`config.mk`:
```
export PLATFORM = sky130hd
export DESIGN_NAME = instr_issue
export DESIGN_NICKNAME = d
export VERILOG_FILES = /design/src/rtl/instr_issue.sv
export SDC_FILE = /design/constraint.sdc
export NUM_CORES = 1
export LEC_CHECK = 0
export CAP_MARGIN = 0
export CORE_MARGIN = 10
export CORE_UTILIZATION = 47
export CTS_BUF_LIST = sky130_fd_sc_hd__clkbuf_2 sky130_fd_sc_hd__clkbuf_4 sky130_fd_sc_hd__clkbuf_8
export CTS_CLUSTER_SIZE = 28
export DETAILED_ROUTE_END_ITERATION = 7
export PLACE_DENSITY_LB_ADDON = 0.2
export SLEW_MARGIN = 20
export SYNTH_ARGS = -nofsm -noshare
export SYNTH_HDL_FRONTEND = slang
export SYNTH_SLANG_ARGS = --single-unit
```
`constraint.sdc`:
```
create_clock -name clk -period 2.4 [get_ports clk]
set_input_delay 0.36 -clock clk [delete_from_list [all_inputs] [get_ports clk]]
set_output_delay 0.36 -clock clk [all_outputs]
set_load 0.005 [all_outputs]
```
`src/rtl/instr_issue.sv`:
```
// Fetch/issue sequencer: fetches 8-bit instructions from a synchronous-read imem,
// offers op/rs/rt/imm downstream on valid/ready and stalls after each branch.
module instr_issue #(
  parameter int              PC_W     = 8,
  parameter logic [PC_W-1:0] RESET_PC = '0
) (
  input  logic            clk,
  input  logic            rst_n,
  input  logic            start,
  input  logic            halt_req,
  output logic [PC_W-1:0] imem_addr,
  output logic            imem_rd,
  input  logic [7:0]      imem_rdata,
  output logic [1:0]      op,
  output logic [1:0]      rs,
  output logic [1:0]      rt,
  output logic [1:0]      imm,
  output logic            issue_valid,
  input  logic            issue_ready,
  input  logic            br_done,
  input  logic            br_taken,
  input  logic [PC_W-1:0] br_target,
  output logic [PC_W-1:0] pc,
  output logic            busy
);

  typedef enum logic [2:0] {
    ST_IDLE,
    ST_FETCH,
    ST_WAIT,
    ST_ISSUE,
    ST_BR_WAIT
  } state_t;

  localparam logic [1:0] OP_BRANCH = 2'b11;

  state_t          state, state_nxt;
  logic [PC_W-1:0] pc_nxt;
  logic [7:0]      ir, ir_nxt;

  // NOTE: state registers use non-blocking assignments so every flop samples
  // the pre-edge values of its peers, regardless of process ordering.
  always_ff @(posedge clk or negedge rst_n) begin
    if (!rst_n) begin
      state <= ST_IDLE;
      pc    <= RESET_PC;
      ir    <= 8'h00;
    end else begin
      state <= state_nxt;
      pc    <= pc_nxt;
      ir    <= ir_nxt;
    end
  end

  // NOTE: every signal written here gets a default first; a missed branch
  // would otherwise infer a latch.
  always_comb begin
    state_nxt   = state;
    pc_nxt      = pc;
    ir_nxt      = ir;
    imem_rd     = 1'b0;
    issue_valid = 1'b0;
    unique case (state)
      ST_IDLE: begin
        if (start) begin
          pc_nxt    = RESET_PC;
          state_nxt = ST_FETCH;
        end
      end
      ST_FETCH: begin
        // Halt is checked before the read so a halted fetch leaves imem untouched.
        if (halt_req) begin
          state_nxt = ST_IDLE;
        end else begin
          imem_rd   = 1'b1;
          state_nxt = ST_WAIT;
        end
      end
      ST_WAIT: begin
        ir_nxt    = imem_rdata;
        state_nxt = ST_ISSUE;
      end
      ST_ISSUE: begin
        issue_valid = 1'b1;
        if (issue_ready) begin
          if (ir[7:6] == OP_BRANCH) begin
            state_nxt = ST_BR_WAIT;
          end else begin
            pc_nxt    = pc + PC_W'(1);
            state_nxt = ST_FETCH;
          end
        end
      end
      ST_BR_WAIT: begin
        if (br_done) begin
          pc_nxt    = br_taken ? br_target : pc + PC_W'(1);
          state_nxt = ST_FETCH;
        end
      end
      default: state_nxt = ST_IDLE;
    endcase
  end

  assign imem_addr = pc;
  assign op        = ir[7:6];
  assign rs        = ir[5:4];
  assign rt        = ir[3:2];
  assign imm       = ir[1:0];
  assign busy      = (state != ST_IDLE);

endmodule

```
==> impl_metrics.xml, run 1 <==
<?xml version="1.0" encoding="UTF-8"?>
<metrics>
  <group name="drt">
    <metric name="ant_nets" unit="">0</metric>
    <metric name="detail_route.wl_per_cell" unit="um">19.0</metric>
    <metric name="num_vias" unit="">1077</metric>
    <metric name="initialDrtViolationCount" unit="">124</metric>
    <metric name="drc" unit="">0</metric>
    <metric name="wl" unit="mm">3.47</metric>
    <metric name="vias_per_cell" unit="">5.89</metric>
    <metric name="drt_pass1_iterations" unit="">7</metric>
  </group>
  <group name="clock_tree">
    <metric name="tritoncts" unit="">yes</metric>
    <metric name="postCtsHoldBufs" unit="">0</metric>
    <metric name="cts_made_buffers" unit="">3</metric>
    <metric name="clock_latency_on_the_worst_skew_pair" unit="ps">310</metric>
    <metric name="ctsLongestPathBuffers" unit="">2</metric>
    <metric name="cts-root-buf" unit="">sky130_fd_sc_hd__clkbuf_4</metric>
    <metric name="cts_post_setup_buffers_inserted" unit="">0</metric>
    <metric name="cts_repair_resized_insts" unit="">0</metric>
    <metric name="clk_pin_slew" unit="ps">120</metric>
    <metric name="cts_htree_levels" unit="">1</metric>
    <metric name="numClockSinks" unit="">19</metric>
  </group>
  <group name="cells_and_area">
    <metric name="fin_nets" unit="">180</metric>
    <metric name="area_growth_from_synthesis_to_layout" unit="%">42.6</metric>
    <metric name="final_cell_area" unit="um2">1650</metric>
    <metric name="ratio_of_cells_with_drive_above_1_in_the_final_layout" unit="%">15.5</metric>
    <metric name="fillerInstances" unit="">172</metric>
    <metric name="layout_common_cells" unit="">sky130_fd_sc_hd__clkdlybuf4s50_1, sky130_fd_sc_hd__dfrtp_1, sky130_fd_sc_hd__mux2_2, sky130_fd_sc_hd__a21oi_1, sky130_fd_sc_hd__inv_1</metric>
    <metric name="insertedDiodeCount" unit="">0</metric>
    <metric name="layout_commonest_cell" unit="">sky130_fd_sc_hd__clkdlybuf4s50_1</metric>
    <metric name="layout.area.seq" unit="um2">477</metric>
    <metric name="final_core_util" unit="%">72.5</metric>
    <metric name="multiInputGateArea" unit="um2">557</metric>
  </group>
  <group name="global_route">
    <metric name="grt.met2_usage" unit="%">23.9</metric>
    <metric name="grt_max_degree" unit="">20</metric>
    <metric name="grt_pass1_vias" unit="">1158</metric>
    <metric name="global_route_hottest_layer" unit="">met2</metric>
    <metric name="grt_pass1_wl" unit="mm">5.87</metric>
    <metric name="global_route.usage.total" unit="%">14.4</metric>
    <metric name="groute.layer.met3.usage" unit="%">5.14</metric>
    <metric name="globalRouteMet1Util" unit="%">16.2</metric>
    <metric name="globalRouteOverflowTotal" unit="">0</metric>
    <metric name="antenna_violations_before_repair" unit="">0</metric>
  </group>
  <group name="place">
    <metric name="detailed_place.area" unit="um2">1620</metric>
    <metric name="routabilityCongestion" unit="">0.880</metric>
    <metric name="dpl.hpwl" unit="mm">2.72</metric>
    <metric name="buffer_ports.inserted" unit="">49</metric>
  </group>
  <group name="synthesis">
    <metric name="synth_seq_cells" unit="">19</metric>
    <metric name="synth_cell_types" unit="">43</metric>
    <metric name="largest_family_of_logic_cells_by_synthesized_area" unit="">compound AO/OA/AOI/OAI gates</metric>
    <metric name="synth_async_sr_flop_share" unit="%">100</metric>
    <metric name="synth_edf_count" unit="">0</metric>
    <metric name="synth-xor-area-share" unit="%">0</metric>
    <metric name="synthFlopType" unit="">sky130_fd_sc_hd__dfrtp_1</metric>
    <metric name="synthSimpleGateAreaFrac" unit="%">13.9</metric>
    <metric name="synthesized_area_per_cell" unit="um2">10.4</metric>
    <metric name="synth_nets" unit="">135</metric>
    <metric name="netlist_instances" unit="">111</metric>
    <metric name="yosysWarningCount" unit="">0</metric>
    <metric name="yosys-mux-area-fraction" unit="%">8.66</metric>
    <metric name="synth_area" unit="um2">1160</metric>
    <metric name="synth_compound_area_share" unit="%">24.6</metric>
    <metric name="adder_cell_area_share_of_the_yosys_netlist" unit="%">1.08</metric>
    <metric name="synth.yosys.seq_area_share" unit="%">41.1</metric>
  </group>
  <group name="job">
    <metric name="count_of_max_cap_constraint_violations" unit="">0</metric>
  </group>
  <group name="critical_path">
    <metric name="cpPeakStageDelay" unit="ps">580</metric>
    <metric name="worst-setup-path-type" unit="">reg -&gt; out</metric>
    <metric name="crit_buf_inv" unit="">2</metric>
    <metric name="crit_chain" unit="">inv_1 &gt; nor4_1 &gt; clkdlybuf4s50_1</metric>
    <metric name="crit-reg2reg-launch" unit="">state[2]$_DFFE_PN0P_</metric>
    <metric name="worstSetupStartpointType" unit="">register</metric>
    <metric name="crit_path_end_kind" unit="">output port</metric>
    <metric name="r2r.worst_path.cells" unit="">4</metric>
    <metric name="worst_path_dominant_cell_family" unit="">buffers and inverters</metric>
    <metric name="critPathRequiredTime" unit="ps">2040</metric>
    <metric name="cpMaxStageDelayCell" unit="">sky130_fd_sc_hd__clkdlybuf4s50_1</metric>
    <metric name="timing.critical_path.arrival" unit="ps">1850</metric>
    <metric name="cp_max_fo" unit="">9</metric>
    <metric name="crit_cells" unit="">3</metric>
    <metric name="timing_startpoint_of_the_critical_path" unit="">state[0]$_DFFE_PN0P_</metric>
  </group>
  <group name="timing">
    <metric name="max_clock_freq" unit="MHz">453</metric>
    <metric name="period_share" unit="%">92.0</metric>
    <metric name="slew_viol_final" unit="">0</metric>
    <metric name="report.final.setup_viol" unit="">0</metric>
    <metric name="fin_tns_setup" unit="ps">0</metric>
    <metric name="grt_setup_unrepaired" unit="">no</metric>
    <metric name="worst-slew-pin-transition" unit="ps">499</metric>
    <metric name="final.setup_skew" unit="ps">1.23</metric>
    <metric name="relative_slew_margins" unit="%">66.7</metric>
    <metric name="final_critical_delay_including_setup_and_external_delays" unit="ps">2210</metric>
    <metric name="final_hold_viols" unit="">0</metric>
  </group>
  <group name="power">
    <metric name="leakagePower" unit="uW">0.000682</metric>
    <metric name="power.density" unit="nW/um2">1060</metric>
    <metric name="finalPower" unit="uW">1750</metric>
    <metric name="peakVddDrop" unit="mV">0.887</metric>
  </group>
  <group name="run_status">
    <metric name="status" unit="">finished clean</metric>
  </group>
  <group name="die">
    <metric name="dieArea" unit="um2">4840</metric>
    <metric name="die-width" unit="um">69.6</metric>
    <metric name="floorplan.io_pins" unit="">50</metric>
    <metric name="coreArea" unit="um2">2280</metric>
    <metric name="std_cell_rows" unit="">17</metric>
    <metric name="initial_utilization" unit="%">50.8</metric>
    <metric name="die_h" unit="um">69.6</metric>
  </group>
  <group name="worst_hold_path">
    <metric name="min_path_type" unit="">in -&gt; async</metric>
  </group>
</metrics>
==> sequential cells by signal, indices dropped and copies added, names as in the netlist <==
| name | flops |
|---|---|
| state | 3 |
| imem_addr | 8 |
| ir | 8 |
==> path summary, 6_finish.rpt <==
| check | to | slack, ps |
|---|---|---|
| max in group asynchronous | state[0]$_DFFE_PN0P_ | 1780 |
| max | imem_rd | 190 |
| min in group clk | ir[3]$_DFFE_PN0P_ | 520 |
| max reg2reg | imem_addr[4]$_DFFE_PN0P_ | 620 |
| min reg2reg | ir[3]$_DFFE_PN0P_ | 520 |
| min | ir[3]$_DFFE_PN0P_ | 390 |
==> cells in the mapped netlist (all sizes together), types with 3 or more instances <==
cell type,number,share of area [%]
o22ai,4,2.7
inv,6,1.9
mux2,8,7.8
nand2,5,1.6
o21ai,4,1.7
dfrtp,19,41
buf,14,8.8
a21oi,7,3.0
and2,3,1.6
nor2,5,1.8
==> cell families after synthesis <==
group	Yosys count
AO/OA/AOI/OAI	36
AND/OR/NAND/NOR	26
buffers and inverters	20
flip-flops	19
multiplexers	9
adder cells (fa/ha/maj)	1
==> power by group <==
group / total (uW) / internal (uW) / switching (uW) / leakage [uW]
clock network: 177 / 63.7 / 113 / 0.0000139
logic: 990 / 570 / 420 / 0.000430
registers: 584 / 442 / 142 / 0.000238
total: 1750 / 1080 / 675 / 0.000682
==> through the flow <==
step / hold WS [ps] / instances / worst slack (ps)
6_report: 394 / 183 / 193
5_1_grt: 402 / 183 / 67.2
4_1_cts: 401 / 183 / 73.8
3_5_place_dp: 496 / 179 / 356
3_3_place_gp: 489 / 179 / 484
2_1_floorplan: 64.4 / 111 / 875
==> layout make-up <==
cell class / instances / area share, %
repair buffers: 54 / 32.0
flip-flops and latches: 19 / 28.9
clock buffers: 3 / 1.37
multi-input cells: 72 / 33.8
clock inverters: 1 / 0.455
inverters: 6 / 1.37
well taps: 28 / 2.12
==> layer usage <==
layer  up-vias  wire length (um)  share of wire [%]
li1        503                 -                  -
met2        45              1730                 50
met5         -                 0                  0
met3         7               259                7.5
met1       522              1410                 41
met4         0                72                2.1
No activity file was read; power rests on OpenSTA's default activity.
==> inputs of run 2 (changes only) <==
--- a/config.mk
+++ b/config.mk
@@ -11,7 +11,7 @@
 export CTS_BUF_LIST = sky130_fd_sc_hd__clkbuf_2 sky130_fd_sc_hd__clkbuf_4 sky130_fd_sc_hd__clkbuf_8
 export CTS_CLUSTER_SIZE = 28
 export DETAILED_ROUTE_END_ITERATION = 7
-export PLACE_DENSITY_LB_ADDON = 0.2
+export PLACE_DENSITY = 0.88
 export SLEW_MARGIN = 20
 export SYNTH_ARGS = -nofsm -noshare
 export SYNTH_HDL_FRONTEND = slang
==> impl_metrics.xml, run 2 (synthesized netlist as in run 1, its figures left out) <==
<?xml version="1.0" encoding="UTF-8"?>
<metrics>
  <group name="run_status">
    <metric name="status" unit="">finished clean</metric>
  </group>
  <group name="critical_path">
    <metric name="cpMaxStageDelayCell" unit="">sky130_fd_sc_hd__dfrtp_1</metric>
    <metric name="worstSetupStartpointType" unit="">register</metric>
    <metric name="crit_chain" unit="">inv_1 &gt; nor4_1 &gt; clkdlybuf4s50_1</metric>
    <metric name="worst-setup-path-type" unit="">reg -&gt; out</metric>
    <metric name="cp_max_fo" unit="">9</metric>
    <metric name="r2r_slack" unit="ps">550</metric>
    <metric name="critPathRequiredTime" unit="ps">2040</metric>
    <metric name="crit_buf_inv" unit="">2</metric>
    <metric name="timing.critical_path.arrival" unit="ps">1890</metric>
    <metric name="worst_path_dominant_cell_family" unit="">buffers and inverters</metric>
    <metric name="cpPeakStageDelay" unit="ps">590</metric>
    <metric name="crit_path_end_kind" unit="">output port</metric>
  </group>
  <group name="drt">
    <metric name="ant_nets" unit="">0</metric>
    <metric name="num_vias" unit="">1085</metric>
    <metric name="detail_route.wl_per_cell" unit="um">18.4</metric>
    <metric name="vias_per_cell" unit="">5.96</metric>
    <metric name="drt_pass1_iterations" unit="">4</metric>
    <metric name="drc" unit="">0</metric>
    <metric name="wl" unit="mm">3.35</metric>
    <metric name="initialDrtViolationCount" unit="">90</metric>
  </group>
  <group name="job">
    <metric name="count_of_max_cap_constraint_violations" unit="">0</metric>
  </group>
  <group name="power">
    <metric name="power.switching_fraction" unit="%">39.1</metric>
    <metric name="net-switching-power" unit="uW">677</metric>
    <metric name="power.share.sequential" unit="%">33.6</metric>
    <metric name="peakVddDrop" unit="mV">0.803</metric>
    <metric name="power.combinational.fraction" unit="%">56.4</metric>
    <metric name="power.density" unit="nW/um2">1060</metric>
    <metric name="pint" unit="uW">1060</metric>
    <metric name="power.clock.fraction" unit="%">10.0</metric>
    <metric name="leakagePower" unit="uW">0.000678</metric>
  </group>
  <group name="timing">
    <metric name="hold_slack" unit="ps">369</metric>
    <metric name="relative_slew_margins" unit="%">66.7</metric>
    <metric name="final.setup_skew" unit="ps">3.70</metric>
    <metric name="grt_setup_unrepaired" unit="">no</metric>
    <metric name="final_hold_viols" unit="">0</metric>
    <metric name="report.final.setup_viol" unit="">0</metric>
    <metric name="max_clock_freq" unit="MHz">445</metric>
    <metric name="worst-slew-pin-transition" unit="ps">494</metric>
    <metric name="final_critical_delay_including_setup_and_external_delays" unit="ps">2250</metric>
    <metric name="period_share" unit="%">93.6</metric>
    <metric name="slew_viol_final" unit="">0</metric>
    <metric name="fin_tns_setup" unit="ps">0</metric>
  </group>
  <group name="place">
    <metric name="detailed_place.area" unit="um2">1610</metric>
    <metric name="dpl.hpwl" unit="mm">2.66</metric>
    <metric name="placed_cells_incl_taps" unit="">178</metric>
    <metric name="buffer_ports.inserted" unit="">49</metric>
    <metric name="routabilityCongestion" unit="">0.842</metric>
  </group>
  <group name="global_route">
    <metric name="globalRouteOverflowTotal" unit="">0</metric>
    <metric name="grt_pass1_vias" unit="">1156</metric>
    <metric name="antenna_violations_before_repair" unit="">0</metric>
    <metric name="grt_max_degree" unit="">20</metric>
    <metric name="grt_pass1_wl" unit="mm">5.60</metric>
    <metric name="global_route.usage.total" unit="%">13.5</metric>
  </group>
  <group name="cells_and_area">
    <metric name="final_cell_area" unit="um2">1640</metric>
    <metric name="layout_common_cells" unit="">sky130_fd_sc_hd__clkdlybuf4s50_1, sky130_fd_sc_hd__dfrtp_1, sky130_fd_sc_hd__mux2_2, sky130_fd_sc_hd__a21oi_1, sky130_fd_sc_hd__inv_1</metric>
    <metric name="fin_nets" unit="">179</metric>
    <metric name="final_core_util" unit="%">72.1</metric>
    <metric name="layout_commonest_cell" unit="">sky130_fd_sc_hd__clkdlybuf4s50_1</metric>
    <metric name="area_growth_from_synthesis_to_layout" unit="%">41.9</metric>
    <metric name="final_cell_count_without_fillers" unit="">182</metric>
    <metric name="ratio_of_cells_with_drive_above_1_in_the_final_layout" unit="%">14.3</metric>
    <metric name="insertedDiodeCount" unit="">0</metric>
  </group>
  <group name="die">
    <metric name="die_h" unit="um">69.6</metric>
    <metric name="std_cell_rows" unit="">17</metric>
    <metric name="coreArea" unit="um2">2280</metric>
    <metric name="dieArea" unit="um2">4840</metric>
    <metric name="die-width" unit="um">69.6</metric>
    <metric name="floorplan.io_pins" unit="">50</metric>
    <metric name="initial_utilization" unit="%">50.8</metric>
  </group>
  <group name="clock_tree">
    <metric name="cts-root-buf" unit="">sky130_fd_sc_hd__clkbuf_4</metric>
    <metric name="cts_htree_levels" unit="">1</metric>
    <metric name="clk_pin_slew" unit="ps">120</metric>
    <metric name="ctsLongestPathBuffers" unit="">2</metric>
    <metric name="tritoncts" unit="">yes</metric>
    <metric name="postCtsHoldBufs" unit="">0</metric>
    <metric name="cts_made_buffers" unit="">3</metric>
    <metric name="cts_post_setup_buffers_inserted" unit="">0</metric>
    <metric name="numClockSinks" unit="">19</metric>
    <metric name="cts_repair_resized_insts" unit="">0</metric>
    <metric name="clock_latency_on_the_worst_skew_pair" unit="ps">310</metric>
  </group>
  <group name="worst_hold_path">
    <metric name="min_path_type" unit="">in -&gt; async</metric>
  </group>
</metrics>
run 2: cell types whose count changed in the layout (fill, tap and decap cells not counted), sizes merged:
cell	previous run	this run
buf	5	4
run 2: worst paths after layout:
kind,start,end,cells past startpoint
setup / recovery,state[0]$_DFFE_PN0P_,imem_rd,3
hold / removal,rst_n,imem_addr[4]$_DFFE_PN0P_,2
setup reg to reg,state[0]$_DFFE_PN0P_,imem_addr[7]$_DFFE_PN0P_,4
hold reg to reg,ir[4]$_DFFE_PN0P_,ir[4]$_DFFE_PN0P_,1
max in group asynchronous,rst_n,state[0]$_DFFE_PN0P_,2
min in group clk,ir[4]$_DFFE_PN0P_,ir[4]$_DFFE_PN0P_,1
run 2: power groups by stage:
stage / Combinational (uW) / Sequential (uW) / Clock [uW]
floorplan: 602 / 529 / 0
global placement: 939 / 572 / 0
detailed placement: 978 / 589 / 0
CTS: 987 / 583 / 176
global route: 1070 / 604 / 191
finish: 979 / 583 / 173
run 2: layout make-up:
cell class | count | area, um2
fillers | 162 | 636
multi-input cells | 72 | 557
repair buffers | 53 | 520
flip-flops and latches | 19 | 475
well taps | 28 | 35.0
clock buffers | 3 | 22.5
inverters | 6 | 22.5
clock inverters | 1 | 7.51
run 2: per-layer routing:
layer  up-vias  wire length, um  global-route usage, %
met2        69             1730                   23.4
met1       515             1190                   14.4
li1        495                -                      -
met4         0               56                   3.33
met5         -                0                      0
met3         6              373                   6.42
run 2: metrics by stage:
stage               power [uW]  setup slack (ps)
floorplan                 1130               875
global placement          1510               473
detailed placement        1570               428
CTS                       1750               145
global route              1870              15.1
finish                    1730               154
==> inputs of run 3 (changes only) <==
--- a/config.mk
+++ b/config.mk
@@ -5,13 +5,14 @@
 export SDC_FILE = /design/constraint.sdc
 export NUM_CORES = 1
 export LEC_CHECK = 0
+export ABC_AREA = 1
 export CAP_MARGIN = 0
 export CORE_MARGIN = 10
 export CORE_UTILIZATION = 47
 export CTS_BUF_LIST = sky130_fd_sc_hd__clkbuf_2 sky130_fd_sc_hd__clkbuf_4 sky130_fd_sc_hd__clkbuf_8
 export CTS_CLUSTER_SIZE = 28
 export DETAILED_ROUTE_END_ITERATION = 7
-export PLACE_DENSITY = 0.88
+export PLACE_DENSITY = 0.87
 export SLEW_MARGIN = 20
 export SYNTH_ARGS = -nofsm -noshare
 export SYNTH_HDL_FRONTEND = slang
==> impl_metrics.xml, run 3 <==
<?xml version="1.0" encoding="UTF-8"?>
<metrics>
  <group name="critical_path">
    <metric name="r2r_slack" unit="ps">880</metric>
    <metric name="endpoint" unit="">imem_rd</metric>
    <metric name="reg2reg_to" unit="">imem_addr[3]$_DFFE_PN0P_</metric>
    <metric name="crit_path_end_kind" unit="">output port</metric>
    <metric name="timing_startpoint_of_the_critical_path" unit="">state[2]$_DFFE_PN0P_</metric>
    <metric name="crit-reg2reg-launch" unit="">state[0]$_DFFE_PN0P_</metric>
    <metric name="worst-setup-path-type" unit="">reg -&gt; out</metric>
    <metric name="r2r.worst_path.cells" unit="">7</metric>
    <metric name="timing.critical_path.arrival" unit="ps">1710</metric>
    <metric name="worstSetupStartpointType" unit="">register</metric>
    <metric name="critPathRequiredTime" unit="ps">2040</metric>
    <metric name="cp_max_fo" unit="">8</metric>
  </group>
  <group name="synthesis">
    <metric name="synth.top_cells.by_count" unit="">sky130_fd_sc_hd__nand2_1, sky130_fd_sc_hd__dfrtp_1, sky130_fd_sc_hd__nand3_1</metric>
    <metric name="synth.top_cells.by_area" unit="">sky130_fd_sc_hd__dfrtp_1, sky130_fd_sc_hd__nand2_1, sky130_fd_sc_hd__nand3_1, sky130_fd_sc_hd__buf_4, sky130_fd_sc_hd__inv_1</metric>
    <metric name="synth_area" unit="um2">1190</metric>
    <metric name="synth_async_sr_flop_share" unit="%">100</metric>
    <metric name="synth.largest_area_cell" unit="">sky130_fd_sc_hd__dfrtp_1</metric>
    <metric name="synth_cell_types" unit="">25</metric>
    <metric name="yosysWarningCount" unit="">0</metric>
    <metric name="synth.yosys.seq_area_share" unit="%">40.1</metric>
    <metric name="netlist_instances" unit="">166</metric>
    <metric name="yosys.area.top_type_share" unit="%">40.1</metric>
    <metric name="synthFlopType" unit="">sky130_fd_sc_hd__dfrtp_1</metric>
    <metric name="most_numerous_cell_in_the_yosys_netlist" unit="">sky130_fd_sc_hd__nand2_1</metric>
    <metric name="synth_edf_count" unit="">0</metric>
    <metric name="synth_seq_cells" unit="">19</metric>
    <metric name="synthesized_area_per_cell" unit="um2">7.15</metric>
    <metric name="synth_nets" unit="">190</metric>
  </group>
  <group name="drt">
    <metric name="num_vias" unit="">1209</metric>
    <metric name="vias_per_cell" unit="">5.02</metric>
    <metric name="drc" unit="">0</metric>
    <metric name="ant_nets" unit="">0</metric>
    <metric name="initialDrtViolationCount" unit="">125</metric>
    <metric name="wl" unit="mm">3.24</metric>
    <metric name="drt_pass1_iterations" unit="">4</metric>
    <metric name="detail_route.wl_per_cell" unit="um">13.5</metric>
  </group>
  <group name="global_route">
    <metric name="grt_max_degree" unit="">20</metric>
    <metric name="global_route.usage.total" unit="%">13.1</metric>
    <metric name="grt_pass1_wl" unit="mm">5.48</metric>
    <metric name="globalRouteOverflowTotal" unit="">0</metric>
    <metric name="antenna_violations_before_repair" unit="">0</metric>
    <metric name="grt_pass1_vias" unit="">1179</metric>
  </group>
  <group name="worst_hold_path">
    <metric name="min_path_type" unit="">in -&gt; async</metric>
  </group>
  <group name="die">
    <metric name="die-width" unit="um">70.2</metric>
    <metric name="die_h" unit="um">70.2</metric>
    <metric name="coreArea" unit="um2">2430</metric>
    <metric name="floorplan.io_pins" unit="">50</metric>
    <metric name="dieArea" unit="um2">4930</metric>
    <metric name="initial_utilization" unit="%">48.8</metric>
    <metric name="std_cell_rows" unit="">18</metric>
  </group>
  <group name="cells_and_area">
    <metric name="fillerInstances" unit="">220</metric>
    <metric name="final_cell_area" unit="um2">1680</metric>
    <metric name="fin_nets" unit="">236</metric>
    <metric name="final_cell_count_without_fillers" unit="">241</metric>
    <metric name="layout_commonest_cell" unit="">sky130_fd_sc_hd__nand2_1</metric>
    <metric name="area_growth_from_synthesis_to_layout" unit="%">42.0</metric>
    <metric name="insertedDiodeCount" unit="">0</metric>
    <metric name="ratio_of_cells_with_drive_above_1_in_the_final_layout" unit="%">8.53</metric>
    <metric name="layout_common_cells" unit="">sky130_fd_sc_hd__nand2_1, sky130_fd_sc_hd__clkdlybuf4s50_1, sky130_fd_sc_hd__dfrtp_1, sky130_fd_sc_hd__nand3_1</metric>
  </group>
  <group name="place">
    <metric name="dpl.hpwl" unit="mm">2.67</metric>
    <metric name="placed_cells_incl_taps" unit="">237</metric>
    <metric name="detailed_place.area" unit="um2">1660</metric>
    <metric name="routabilityCongestion" unit="">0.844</metric>
    <metric name="buffer_ports.inserted" unit="">49</metric>
  </group>
  <group name="power">
    <metric name="power.density" unit="nW/um2">881</metric>
    <metric name="finalPower" unit="uW">1480</metric>
    <metric name="peakVddDrop" unit="mV">0.731</metric>
    <metric name="leakagePower" unit="uW">0.000794</metric>
  </group>
  <group name="timing">
    <metric name="hold_slack" unit="ps">378</metric>
    <metric name="fin_tns_setup" unit="ps">0</metric>
    <metric name="max_clock_freq" unit="MHz">483</metric>
    <metric name="final_critical_delay_including_setup_and_external_delays" unit="ps">2070</metric>
    <metric name="final.setup_skew" unit="ps">1.37</metric>
    <metric name="worst-slew-pin-transition" unit="ps">427</metric>
    <metric name="slew_viol_final" unit="">0</metric>
    <metric name="grt_setup_unrepaired" unit="">no</metric>
    <metric name="relative_slew_margins" unit="%">71.4</metric>
    <metric name="final_hold_viols" unit="">0</metric>
    <metric name="period_share" unit="%">86.3</metric>
    <metric name="report.final.setup_viol" unit="">0</metric>
  </group>
  <group name="job">
    <metric name="count_of_max_cap_constraint_violations" unit="">0</metric>
  </group>
  <group name="clock_tree">
    <metric name="tritoncts" unit="">yes</metric>
    <metric name="cts_htree_levels" unit="">1</metric>
    <metric name="cts-root-buf" unit="">sky130_fd_sc_hd__clkbuf_4</metric>
    <metric name="clock_latency_on_the_worst_skew_pair" unit="ps">300</metric>
    <metric name="numClockSinks" unit="">19</metric>
    <metric name="ctsLongestPathBuffers" unit="">2</metric>
    <metric name="cts_made_buffers" unit="">3</metric>
    <metric name="cts_repair_resized_insts" unit="">0</metric>
    <metric name="postCtsHoldBufs" unit="">0</metric>
    <metric name="cts_post_setup_buffers_inserted" unit="">0</metric>
    <metric name="clk_pin_slew" unit="ps">110</metric>
  </group>
  <group name="run_status">
    <metric name="status" unit="">finished clean</metric>
  </group>
</metrics>
[run 3: cell count changes in the layout (fill, tap and decap cells not counted), sizes merged, moves of 3 or more]
cell	delta
a21oi	-6
buf	-3
clkinv	+3
inv	+8
mux2	-8
nand2	+71
nand3	+13
nor2	+8
o21ai	+4
o22ai	-3
[run 3: worst min path at each step]
stage                               endpoint  slack [ps]
floorplan           imem_addr[0]$_DFFE_PN0P_          60
global placement           ir[4]$_DFFE_PN0P_         450
detailed placement         ir[0]$_DFFE_PN0P_         460
CTS                 imem_addr[5]$_DFFE_PN0P_         380
global route        imem_addr[3]$_DFFE_PN0P_         400
finish              imem_addr[5]$_DFFE_PN0P_         380
[run 3: metrics by stage]
| stage | worst slack, ps | util, % |
|---|---|---|
| after CTS | 306 | 69.2 |
| after detailed placement | 618 | 68.1 |
| after global routing | 194 | 69.2 |
| after global placement | 626 | 68.1 |
| final | 329 | 69.2 |
| after floorplan | 1130 | - |
[run 3: per-layer routing]
layer | up-vias | routed length [um] | global-route usage (%)
met5 | - | 0 | 0
met4 | 0 | 70 | 5.70
met3 | 6 | 332 | 5.51
met2 | 48 | 1570 | 22.2
met1 | 548 | 1270 | 13.7
li1 | 607 | - | -
[run 3: layout make-up]
type / instances / area [um2] / area share [%]
clock buffers: 3 / 22.5 / 1.34
clock inverters: 1 / 5.00 / 0.297
inverters: 16 / 65.1 / 3.86
multi-input cells: 122 / 581 / 34.5
flip-flops and latches: 19 / 475 / 28.2
well taps: 30 / 37.5 / 2.23
repair buffers: 50 / 498 / 29.6
[run 3: report_power, final]
part	leakage (uW)	internal (uW)	switching, uW
logic	0.000528	383	403
registers	0.000248	420	108
clock network	0.0000177	62.2	107
[run 3: logic make-up (layout without fill, tap and decap cells)]
family / count (synthesis) / in the layout / synth area share, %
buffers and inverters: 25 / 70 / 11.0
adders and majority gates: 1 / 1 / 1.05
AOI/OAI and AO/OA: 12 / 12 / 5.91
xor gates and xnor gates: 1 / 1 / 0.739
DFF: 19 / 19 / 40.1
and+or+nand+nor: 108 / 108 / 41.2
[run 3: worst max-delay path, cell delays in order, from the launching register on]
cell and delay [ps]:
sky130_fd_sc_hd__dfrtp_1 530, sky130_fd_sc_hd__inv_2 130, sky130_fd_sc_hd__nand3_1 80, sky130_fd_sc_hd__nor2_1 130, sky130_fd_sc_hd__clkdlybuf4s50_1 530
